[src/rtl/sample_framer.sv]
// sample_framer: packs 48-bit FIFO samples into framed Ethernet bursts.
// Optional idle timeout closing partial frames: SAMPLE_FRAMER_TIMEOUT_EN.
module sample_framer #(
  parameter int          FRAME_SAMPLES  = 32,
  parameter int          TIMEOUT_CYCLES = 50000,
  parameter logic [15:0] MAGIC          = 16'hA5C3
) (
  input  logic        clk,
  input  logic        rst_n,
  input  logic        fifo_empty,
  output logic        fifo_read_enabled,
  input  logic [47:0] fifo_data_out,
  input  logic        fifo_data_out_valid,
  input  logic        eth_available,
  output logic [47:0] eth_data,
  output logic        eth_data_valid,
  output logic        eth_flush,
  output logic [15:0] frame_count
);

  if (FRAME_SAMPLES < 1 || FRAME_SAMPLES > 63 ||
      TIMEOUT_CYCLES < 1 || TIMEOUT_CYCLES > 1048575) begin : g_bad_param
    $error("sample_framer: parameter out of range");
  end

  localparam logic [5:0] FS = 6'(FRAME_SAMPLES);

  typedef enum logic [2:0] {
    IDLE, WAIT_DATA, HOLD, TRAILER, FLUSH
  } state_t;

  state_t      state;
  state_t      state_nxt;
  logic        armed;
  logic        gap;
  logic [47:0] hold;
  logic [47:0] last;
  logic [5:0]  count;
  logic [15:0] seq;
  logic        push;
  logic        flush_go;
  logic [47:0] push_word;
  logic        timeout;

`ifdef SAMPLE_FRAMER_TIMEOUT_EN
  localparam logic [19:0] TMO_LAST = 20'(TIMEOUT_CYCLES - 1);

  logic [19:0] timer;
  logic        idle_wait;

  assign idle_wait = (state == IDLE) && fifo_empty && (count != 6'd0);
  assign timeout   = idle_wait && (timer == TMO_LAST);

  // count idle clocks while a partial frame is pending
  always_ff @(posedge clk or negedge rst_n) begin
    if (!rst_n) begin
      timer <= '0;
    end else if (idle_wait && !timeout) begin
      timer <= timer + 20'd1;
    end else begin
      timer <= '0;
    end
  end
`else
  assign timeout = 1'b0;
`endif

  // state register
  always_ff @(posedge clk or negedge rst_n) begin
    if (!rst_n) begin
      state <= IDLE;
    end else begin
      state <= state_nxt;
    end
  end

  // next state, pop request and push/flush qualification
  always_comb begin
    state_nxt         = state;
    fifo_read_enabled = 1'b0;
    push              = 1'b0;
    flush_go          = 1'b0;
    push_word         = hold;
    unique case (state)
      IDLE: begin
        if (timeout) begin
          state_nxt = TRAILER;
        end else if (armed && !fifo_empty) begin
          fifo_read_enabled = 1'b1;
          state_nxt         = WAIT_DATA;
        end
      end
      WAIT_DATA: begin
        if (fifo_data_out_valid) state_nxt = HOLD;
      end
      HOLD: begin
        if (eth_available && !gap) begin
          push      = 1'b1;
          state_nxt = (count + 6'd1 == FS) ? TRAILER : IDLE;
        end
      end
      TRAILER: begin
        push_word = {MAGIC, seq, 2'b00, count, 8'h00};
        if (eth_available && !gap) begin
          push      = 1'b1;
          state_nxt = FLUSH;
        end
      end
      FLUSH: begin
        if (eth_available && !gap) begin
          flush_go  = 1'b1;
          state_nxt = IDLE;
        end
      end
      default: state_nxt = IDLE;
    endcase
  end

  // datapath: held word, last push, counters, pulse spacing
  always_ff @(posedge clk or negedge rst_n) begin
    if (!rst_n) begin
      armed <= 1'b0;
      gap   <= 1'b0;
      hold  <= '0;
      last  <= '0;
      count <= '0;
      seq   <= '0;
    end else begin
      armed <= 1'b1;
      gap   <= push | flush_go;
      if (state == WAIT_DATA && fifo_data_out_valid) hold <= fifo_data_out;
      if (push) last <= push_word;
      if (push && state == HOLD) count <= count + 6'd1;
      if (flush_go) begin
        count <= '0;
        seq   <= seq + 16'd1;
      end
    end
  end

  assign eth_data_valid = push;
  assign eth_flush      = flush_go;
  assign eth_data       = push ? push_word : last;
  assign frame_count    = seq;

endmodule

[config.mk]
export PLATFORM = sky130hd
export DESIGN_NAME = sample_framer
export DESIGN_NICKNAME = d
export VERILOG_FILES = /design/src/rtl/sample_framer.sv
export SDC_FILE = /design/constraint.sdc
export NUM_CORES = 1
export LEC_CHECK = 0
export ABC_AREA = 1
export CORE_UTILIZATION = 40
export DETAILED_ROUTE_END_ITERATION = 10
export MAX_ROUTING_LAYER = met4
export PLACE_DENSITY_LB_ADDON = 0.12
export SYNTH_ARGS = -nofsm -noshare
export SYNTH_HDL_FRONTEND = slang
export SYNTH_SLANG_ARGS = --single-unit
[constraint.sdc]
create_clock -name clk -period 2.3 [get_ports clk]
set_input_delay 0.46 -clock clk [delete_from_list [all_inputs] [get_ports clk]]
set_output_delay 0.46 -clock clk [all_outputs]
set_load 0.02 [all_outputs]
# Yosys cells after proc, flatten, opt, wreduce, memory -nomap -nowiden

Index checks and enable logic that the tools add are counted.

$add $sub $neg: 2
Multipliers: 0
Divide/modulo/power cells: 0
Magnitude comparators: 0
Eq/ne operators: 10
Shifts and indexed selects: 0
Mux-type cells: 16
Bitwise gates (word level): 1
Reduce and logical (&&, ||, !) cells: 10

Operators by type and width:

| cell                                                                   | number |
|---|---|
| 48-bit 2-to-1 mux                                                      | 2 |
| 16-bit by 1-bit adder with 16-bit output (second input constant)       | 1 |
| 3-bit 2-to-1 mux                                                       | 5 |
| 3-bit one-hot mux with 5 select lines                                  | 1 |
| 6-bit 2-to-1 mux                                                       | 2 |
| 2-bit != test (second input constant)                                  | 5 |
| 6-bit by 1-bit adder with 6-bit output (second input constant)         | 1 |
| 3-bit by 2-bit equality test with 1-bit output (second input constant) | 2 |
| 6-bit equality test (second input constant)                            | 1 |
| 1-bit 2-to-1 mux                                                       | 5 |
| 5-bit AND reduction                                                    | 1 |
| 1-bit logical AND                                                      | 4 |
| 3-bit by 1-bit equality test with 1-bit output (second input constant) | 1 |
| 3-bit equality test (second input constant)                            | 1 |
| 3-bit logical NOT                                                      | 1 |
| 1-bit logical NOT                                                      | 2 |
| 2-bit 2-to-1 mux                                                       | 1 |
| 2-bit nonzero test                                                     | 1 |
| 2-bit OR reduction                                                     | 1 |
| 1-bit OR                                                               | 1 |

Register bits: 123
Bits in latches: 0
Memory bits (writable): 0
Bits in read-only memories: 0
Bits of input ports: 53
Output and inout bits: 67
Word-level logic and storage cells: 46
Memories kept: 0

# Depth between registers and ports, before layout

Gate-level depths: netlist of run 1.

Depth after elaboration: 7
Depth in mapped cells: 9
Mapped depth without buffers: 9

# Least setup slack after synthesis of run 1

Ideal clock, no wire load.

Path type: register to output
Start point: reg state[2]
End point: out eth_data[18]
Arrival: 1.580 ns
Data required time: 1.840 ns
Path slack: 0.260 ns
Cell stages (with the launch flop): 7
Cell sequence: dfrtp_1 -> inv_2 -> nand2_1 -> nor2_4 -> buf_2 -> o21ai_0 -> o21ai_0

Word-level cells in the longest chain between the ends: 4
Elaborated cells on any way between the ends: 6

Ends and longest elaborated chain:

| item                                           | line | RTL |
|---|---|---|
| start: declaration                             | 32   | `state_t state;` |
| start signal: assignment                       | 73   | `state <= state_nxt;` |
| 3-bit by 2-bit equality test with 1-bit output | 84   | `unique case (state)` |
| 2-bit OR reduction (no line)                   | -    |  |
| 1-bit 2-to-1 mux                               | -    |  |
| 48-bit 2-to-1 mux (*)                          | 143  | `assign eth_data = push ? push_word : last;` |
| end: declaration                               | 15   | `output logic [47:0] eth_data,` |

Every way passes the cells marked *; elsewhere a longest branch is shown, timed or not.

# Worst setup path after layout of run 1

Start point: reg state[2]
End point: out eth_data[35]

The elaborated chain is that of the path after synthesis.

==> results of run 1 <==
-- state kept, by name (all words and copies together), names as in the netlist --
name and cells:
hold 48, last 48, frame_count 16, count 6
state 3, armed 1, gap 1
-- cell families after synthesis --
group,after synthesis,share of synthesized area
XOR/XNOR,9,0.0148
AND/OR/NAND/NOR,190,0.153
buffers and inverters,54,0.0495
multiplexers,48,0.115
other,1,0.000703
AO/OA/AOI/OAI,67,0.0850
flip-flops,123,0.577
adder cells (fa/ha/maj),2,0.00469
-- cell type report --
cell class / count / area share
timing repair buffer: 164 / 0.203
clock inverter: 11 / 0.0157
sequential: 123 / 0.406
tap: 172 / 0.0284
inverter: 31 / 0.0173
clock buffer: 20 / 0.0616
multi-input combinational: 317 / 0.268
-- through the flow --
step / setup WS (ns) / instances / setup TNS, ns / utilization
final: 0.0152 / 838 / 0 / 0.591
after detailed placement: -0.606 / 796 / -25.76 / 0.540
after global placement: -0.618 / 796 / -25.20 / 0.540
after floorplan: 0.260 / 494 / 0 / -
after CTS: -0.0240 / 832 / -0.0240 / 0.581
after global routing: -0.0391 / 838 / -0.448 / 0.591
-- cells in the final DEF (no fill, tap or decap), types with 4 or more instances in the layout --
master	instances
a22o_1	15
o21ai_1	7
mux2_2	28
mux2_4	20
o21ai_0	25
nand2_1	136
nand3_1	15
nand4_1	4
buf_2	27
nor3_1	5
buf_12	7
clkbuf_16	18
buf_4	38
nor2_1	17
xor2_1	9
dfrtp_1	122
inv_1	26
o22a_1	8
buf_6	21
clkinvlp_4	4
nor2_4	5
clkdlybuf4s50_1	66
clkinv_2	4
-- worst min-delay path by stage --
stage / from / end / slack, ns / depth (start not counted)
final: rst_n / hold[46]$_DFFE_PN0P_ / 0.07 / 1
after global placement: last[30]$_DFF_PN0_ / last[30]$_DFF_PN0_ / 0.46 / 2
after detailed placement: last[26]$_DFF_PN0_ / last[26]$_DFF_PN0_ / 0.46 / 2
after floorplan: rst_n / armed$_DFF_PN0_ / 0.16 / 0
after global routing: rst_n / hold[46]$_DFFE_PN0P_ / 0.11 / 1
after CTS: rst_n / hold[36]$_DFFE_PN0P_ / 0.08 / 1
-- power by group --
part           total, mW  internal [mW]  leakage (nW)  switching (mW)
registers           3.55           3.09          1.50           0.461
logic               4.38           2.15          1.90            2.23
clock network       2.62           1.67         0.280           0.955
-- worst max-delay path: stages, from the launching register on --
cell,delay [ns]
dfrtp_1,0.40
inv_2,0.10
nand2_4,0.06
nor2_4,0.13
buf_12,0.14
inv_8,0.04
clkbuf_16,0.15
a22o_4,0.25
buf_6,0.13
-- what timing repair did --
action,4_1_cts,5_1_grt
endpoints found under the setup margin,51,44
setup buffers,4,5
gates cloned,1,1
pin swaps,12,12
gates resized for setup,234,34
-- metal layers --
metal,vias to the layer above,track usage
met3,23,0.0538
met4,0,0.0849
met5,-,-
met2,110,0.323
met1,1989,0.260
li1,1961,-
==> out/qor.yml, run 1 <==
hpwlAfterDp_mm: 8.96
grt_setup_unrepaired: "yes"
p_leak_nw: 3.68
synth_area_um2: 5330
grt_pass1_wl_mm: 21.7
max_freq_ghz: 0.438
tritoncts: "yes"
gp_congestion: 0.831
crit_end: "eth_data[35]"
wl_met1_mm: 5.97
finalCriticalPeriod_ns: 2.28
dieArea_um2: 13800
layout-drive-gt1-share: 0.296
ir_drop_mv: 0.664
holdWs_ns: 0.0705
clk_pin_slew_ns: 0.05
grt_usage: 0.208
finalClockSkew_ns: 0.00776
yosys-top-cells-area: "dfrtp_1 58%, nand2_1 9.8%, mux2_2 5.9%, mux2_4 5.6%, o21ai_0 3.1%"
cts_buffers: 17
ys.flop_type: "dfrtp_1"
worst_setup_path_end_kind: "output port"
drtIter0Drc: 199
design.core.area_um2: 12800
pin_count: 120
path_class: "reg2out"
cts.path.max_buffers: 2
async_flop_share: 1.00
dieHeight_um: 117
yosysMostFrequentCell: "nand2_1"
crit_arrival_ns: 1.82
avgSynthCellArea_um2: 10.8
via_per_inst: 4.87
start_util: 0.416
area_delta_synth_final_pct: 42.2
p_total_mw: 10.5
hold_path_class: "in2async"
drtAntennaViolNets: 0
yosysWarningCount: 0
synthesis.nets: 549
synth_seq_cells: 123
r2r_slack_ns: 0.61
crit_required_ns: 1.84
nNetsFinal: 709
fp.dieW_um: 117
ys_top_cells_by_count: "139 x nand2_1, 123 x dfrtp_1, 33 x o21ai_0"
wl_met2_mm: 6.35
num_rows: 41
drc: 0
portBuffers: 119
r2r-end: "hold[14]$_DFFE_PN0P_"
place_area_um2: 6920
antenna_found_initial: 0
grt_pass1_vias: 4331
root_buffer: "clkbuf_16"
nFillCells: 1118
drt-wirelength-per-cell_um: 15.7
cts_max_level: 4
clk_latency_ns: 0.42
ys_types: 34
stdcell_area_um2: 7580
slew_headroom: 0.583
fin_crit_sh: 0.993
finalHoldViolations: 0
maxCapViolations: 0
cp-startpoint: "state[2]$_DFFE_PN0P_"
dr_wl_met3_um: 586
setup_violations: 0
drv_slew: 0
vias: 4083
register_area_um2: 3080
grt.overflow.total: 0
startpoint_type: "flop"
synth_edf_count: 0
synth-seq-area-share: 0.577
multi_input_area_um2: 2030
power_density_nw_per_um2: 1390
worst_slew_pin_slew_ns: 0.626
ctsHoldBuffers: 0
netlist_instances: 494
grt_max_degree: 49
diodes: 0
first_pass_iters: 7
dr.max_layer_used: "met4"
wl_mm: 13.2
reg2reg_from: "state[2]$_DFFE_PN0P_"
cts.sinks: 123
synth_top_area_frac: 0.577
status: "finished, final reports clean"
reg2reg_depth: 7
critPathMaxFanout: 7
synth_top_area_cell: "dfrtp_1"
(Power assumes the default switching activity.)
==> run 2, diff against run 1 <==
CORE_ASPECT_RATIO = 1.75   (was not set)
==> run 2 against run 1 <==
Net effect: die area is 0.13% higher; worst hold slack worse by 0.021 ns; global-route usage is 1.0 points higher; fmax is 0.20% higher; combinational power is 7.3% lower; critical path depth is 1 lower; sequential share of layout area is 1.6 points higher; clock-buffer cell count is 4 higher; critical endpoint is now eth_data[41].
==> out/qor.yml, run 2 (synthesis results as in run 1) <==
status: "finished, final reports clean"
first_pass_iters: 4
cp-startpoint: "state[2]$_DFFE_PN0P_"
mostFrequentLayoutCells: "136 x nand2_1, 121 x dfrtp_1, 66 x clkdlybuf4s50_1"
layout-drive-gt1-share: 0.275
maxCapViolations: 0
final_common_cell: "nand2_1"
clk_latency_ns: 0.40
grt_setup_unrepaired: "yes"
drv_slew: 0
clk_pin_slew_ns: 0.05
hold_path_class: "in2async"
dieArea_um2: 13800
drt-wirelength-per-cell_um: 16.3
cts.sinks: 123
r2r_slack_ns: 0.61
r2r-end: "frame_count[10]$_DFFE_PN0P_"
reg2reg_depth: 10
max_freq_ghz: 0.439
antenna_found_initial: 0
reg2reg_from: "state[1]$_DFFE_PN0P_"
gp_congestion: 0.832
cts.path.max_buffers: 2
critPathMaxFanout: 8
place_area_um2: 6910
cts_buffers: 17
design.core.area_um2: 12900
pin_count: 120
drc: 0
hpwlAfterDp_mm: 9.50
root_buffer: "clkbuf_16"
fin_crit_sh: 0.991
cts_max_level: 4
crit_required_ns: 1.84
crit_arrival_ns: 1.82
grt_max_degree: 46
grt_pass1_vias: 4321
ir_drop_mv: 0.666
drtIter0Drc: 130
worst_slew_pin_slew_ns: 0.561
grt_usage: 0.218
tritoncts: "yes"
path_class: "reg2out"
stdcell_area_um2: 7300
p_total_mw: 10.0
start_util: 0.412
num_rows: 55
dieHeight_um: 155
slew_headroom: 0.626
startpoint_type: "flop"
area_delta_synth_final_pct: 36.9
drtAntennaViolNets: 0
power_density_nw_per_um2: 1380
grt_pass1_wl_mm: 21.9
finalClockSkew_ns: 0.00763
fp.dieW_um: 89.3
portBuffers: 119
wl_mm: 13.5
nNetsFinal: 701
diodes: 0
finalCriticalPeriod_ns: 2.28
finalHoldViolations: 0
vias: 4080
setup_violations: 0
ctsHoldBuffers: 0
worst_setup_path_end_kind: "output port"
grt.overflow.total: 0
via_per_inst: 4.92
p_leak_nw: 3.57
[run 2: cell count changes in the layout (fill, tap and decap cells not counted), sizes merged]
| cell | before | now |
|---|---|---|
| buf | 94 | 84 |
| clkinvlp | 4 | 2 |
| bufinv | 2 | 1 |
| clkdlybuf4s15 | 0 | 2 |
| clkbuf | 21 | 25 |
[run 2: worst max-delay path by stage]
stage | to | slack (ns) | cells past startpoint
2_1_floorplan | eth_data[18] | 0.26 | 6
3_3_place_gp | eth_data[37] | -0.56 | 8
3_5_place_dp | eth_data[37] | -0.57 | 8
4_1_cts | eth_data[5] | 0.003 | 7
5_1_grt | eth_data[5] | -0.08 | 7
6_report | eth_data[41] | 0.02 | 7
[run 2: per-stage QoR]
stage | hold slack, ns | setup slack, ns | setup TNS, ns | util | cells
4_1_cts | 0.0697 | 0.00343 | 0 | 0.564 | 827
3_5_place_dp | 0.464 | -0.567 | -24.40 | 0.534 | 794
6_report | 0.0495 | 0.0199 | 0 | 0.564 | 830
5_1_grt | 0.0866 | -0.0821 | -1.53 | 0.564 | 830
3_3_place_gp | 0.459 | -0.555 | -24.29 | 0.534 | 794
2_1_floorplan | 0.164 | 0.260 | 0 | - | 494
[run 2: report_power, final]
group	internal, mW	total [mW]	switching, mW
combinational	1.88	4.06	2.17
sequential	3.09	3.57	0.476
clock	1.50	2.42	0.912
total	6.48	10.0	3.56
[run 2: final cells by class]
class | count | area (um^2)
Clock buffer | 24 | 462
Clock inverter | 8 | 70.1
Fill cell | 1202 | 5640
Inverter | 31 | 119
Multi-Input combinational cell | 317 | 2010
Sequential cell | 123 | 3080
Tap cell | 171 | 214
Timing Repair Buffer | 156 | 1350
[run 2: worst max-delay path: stages (launching register included)]
cell and delay (ns):
dfrtp_1 0.38, inv_2 0.09, nand2_2 0.08, nor2_4 0.18
inv_2 0.10, buf_4 0.18, a22o_1 0.25, buf_4 0.16
[run 2: timing repair]
item / in CTS / in global routing
hold endpoints to repair: 0 / 0
buffers inserted: 1 / 2
gates resized for setup: 193 / 27
endpoints found under the setup margin: 51 / 49
cloned: 0 / 1
pin swaps: 1 / 2
[run 2: per-layer routing]
| layer | global-route usage | vias up | wire length, um | part of all wire |
|---|---|---|---|---|
| met4 | 0.0748 | 0 | 274 | 0.020 |
| met2 | 0.380 | 106 | 7400 | 0.55 |
| met1 | 0.244 | 2012 | 5330 | 0.39 |
| met3 | 0.0438 | 18 | 497 | 0.037 |
| met5 | - | - | 0 | 0 |
| li1 | - | 1944 | - | - |
==> run 3, diff against run 2 <==
SLEW_MARGIN = 20   (was not set)
==> results of run 3 <==
Final layout, timing and power as in run 2 (identical DEF).
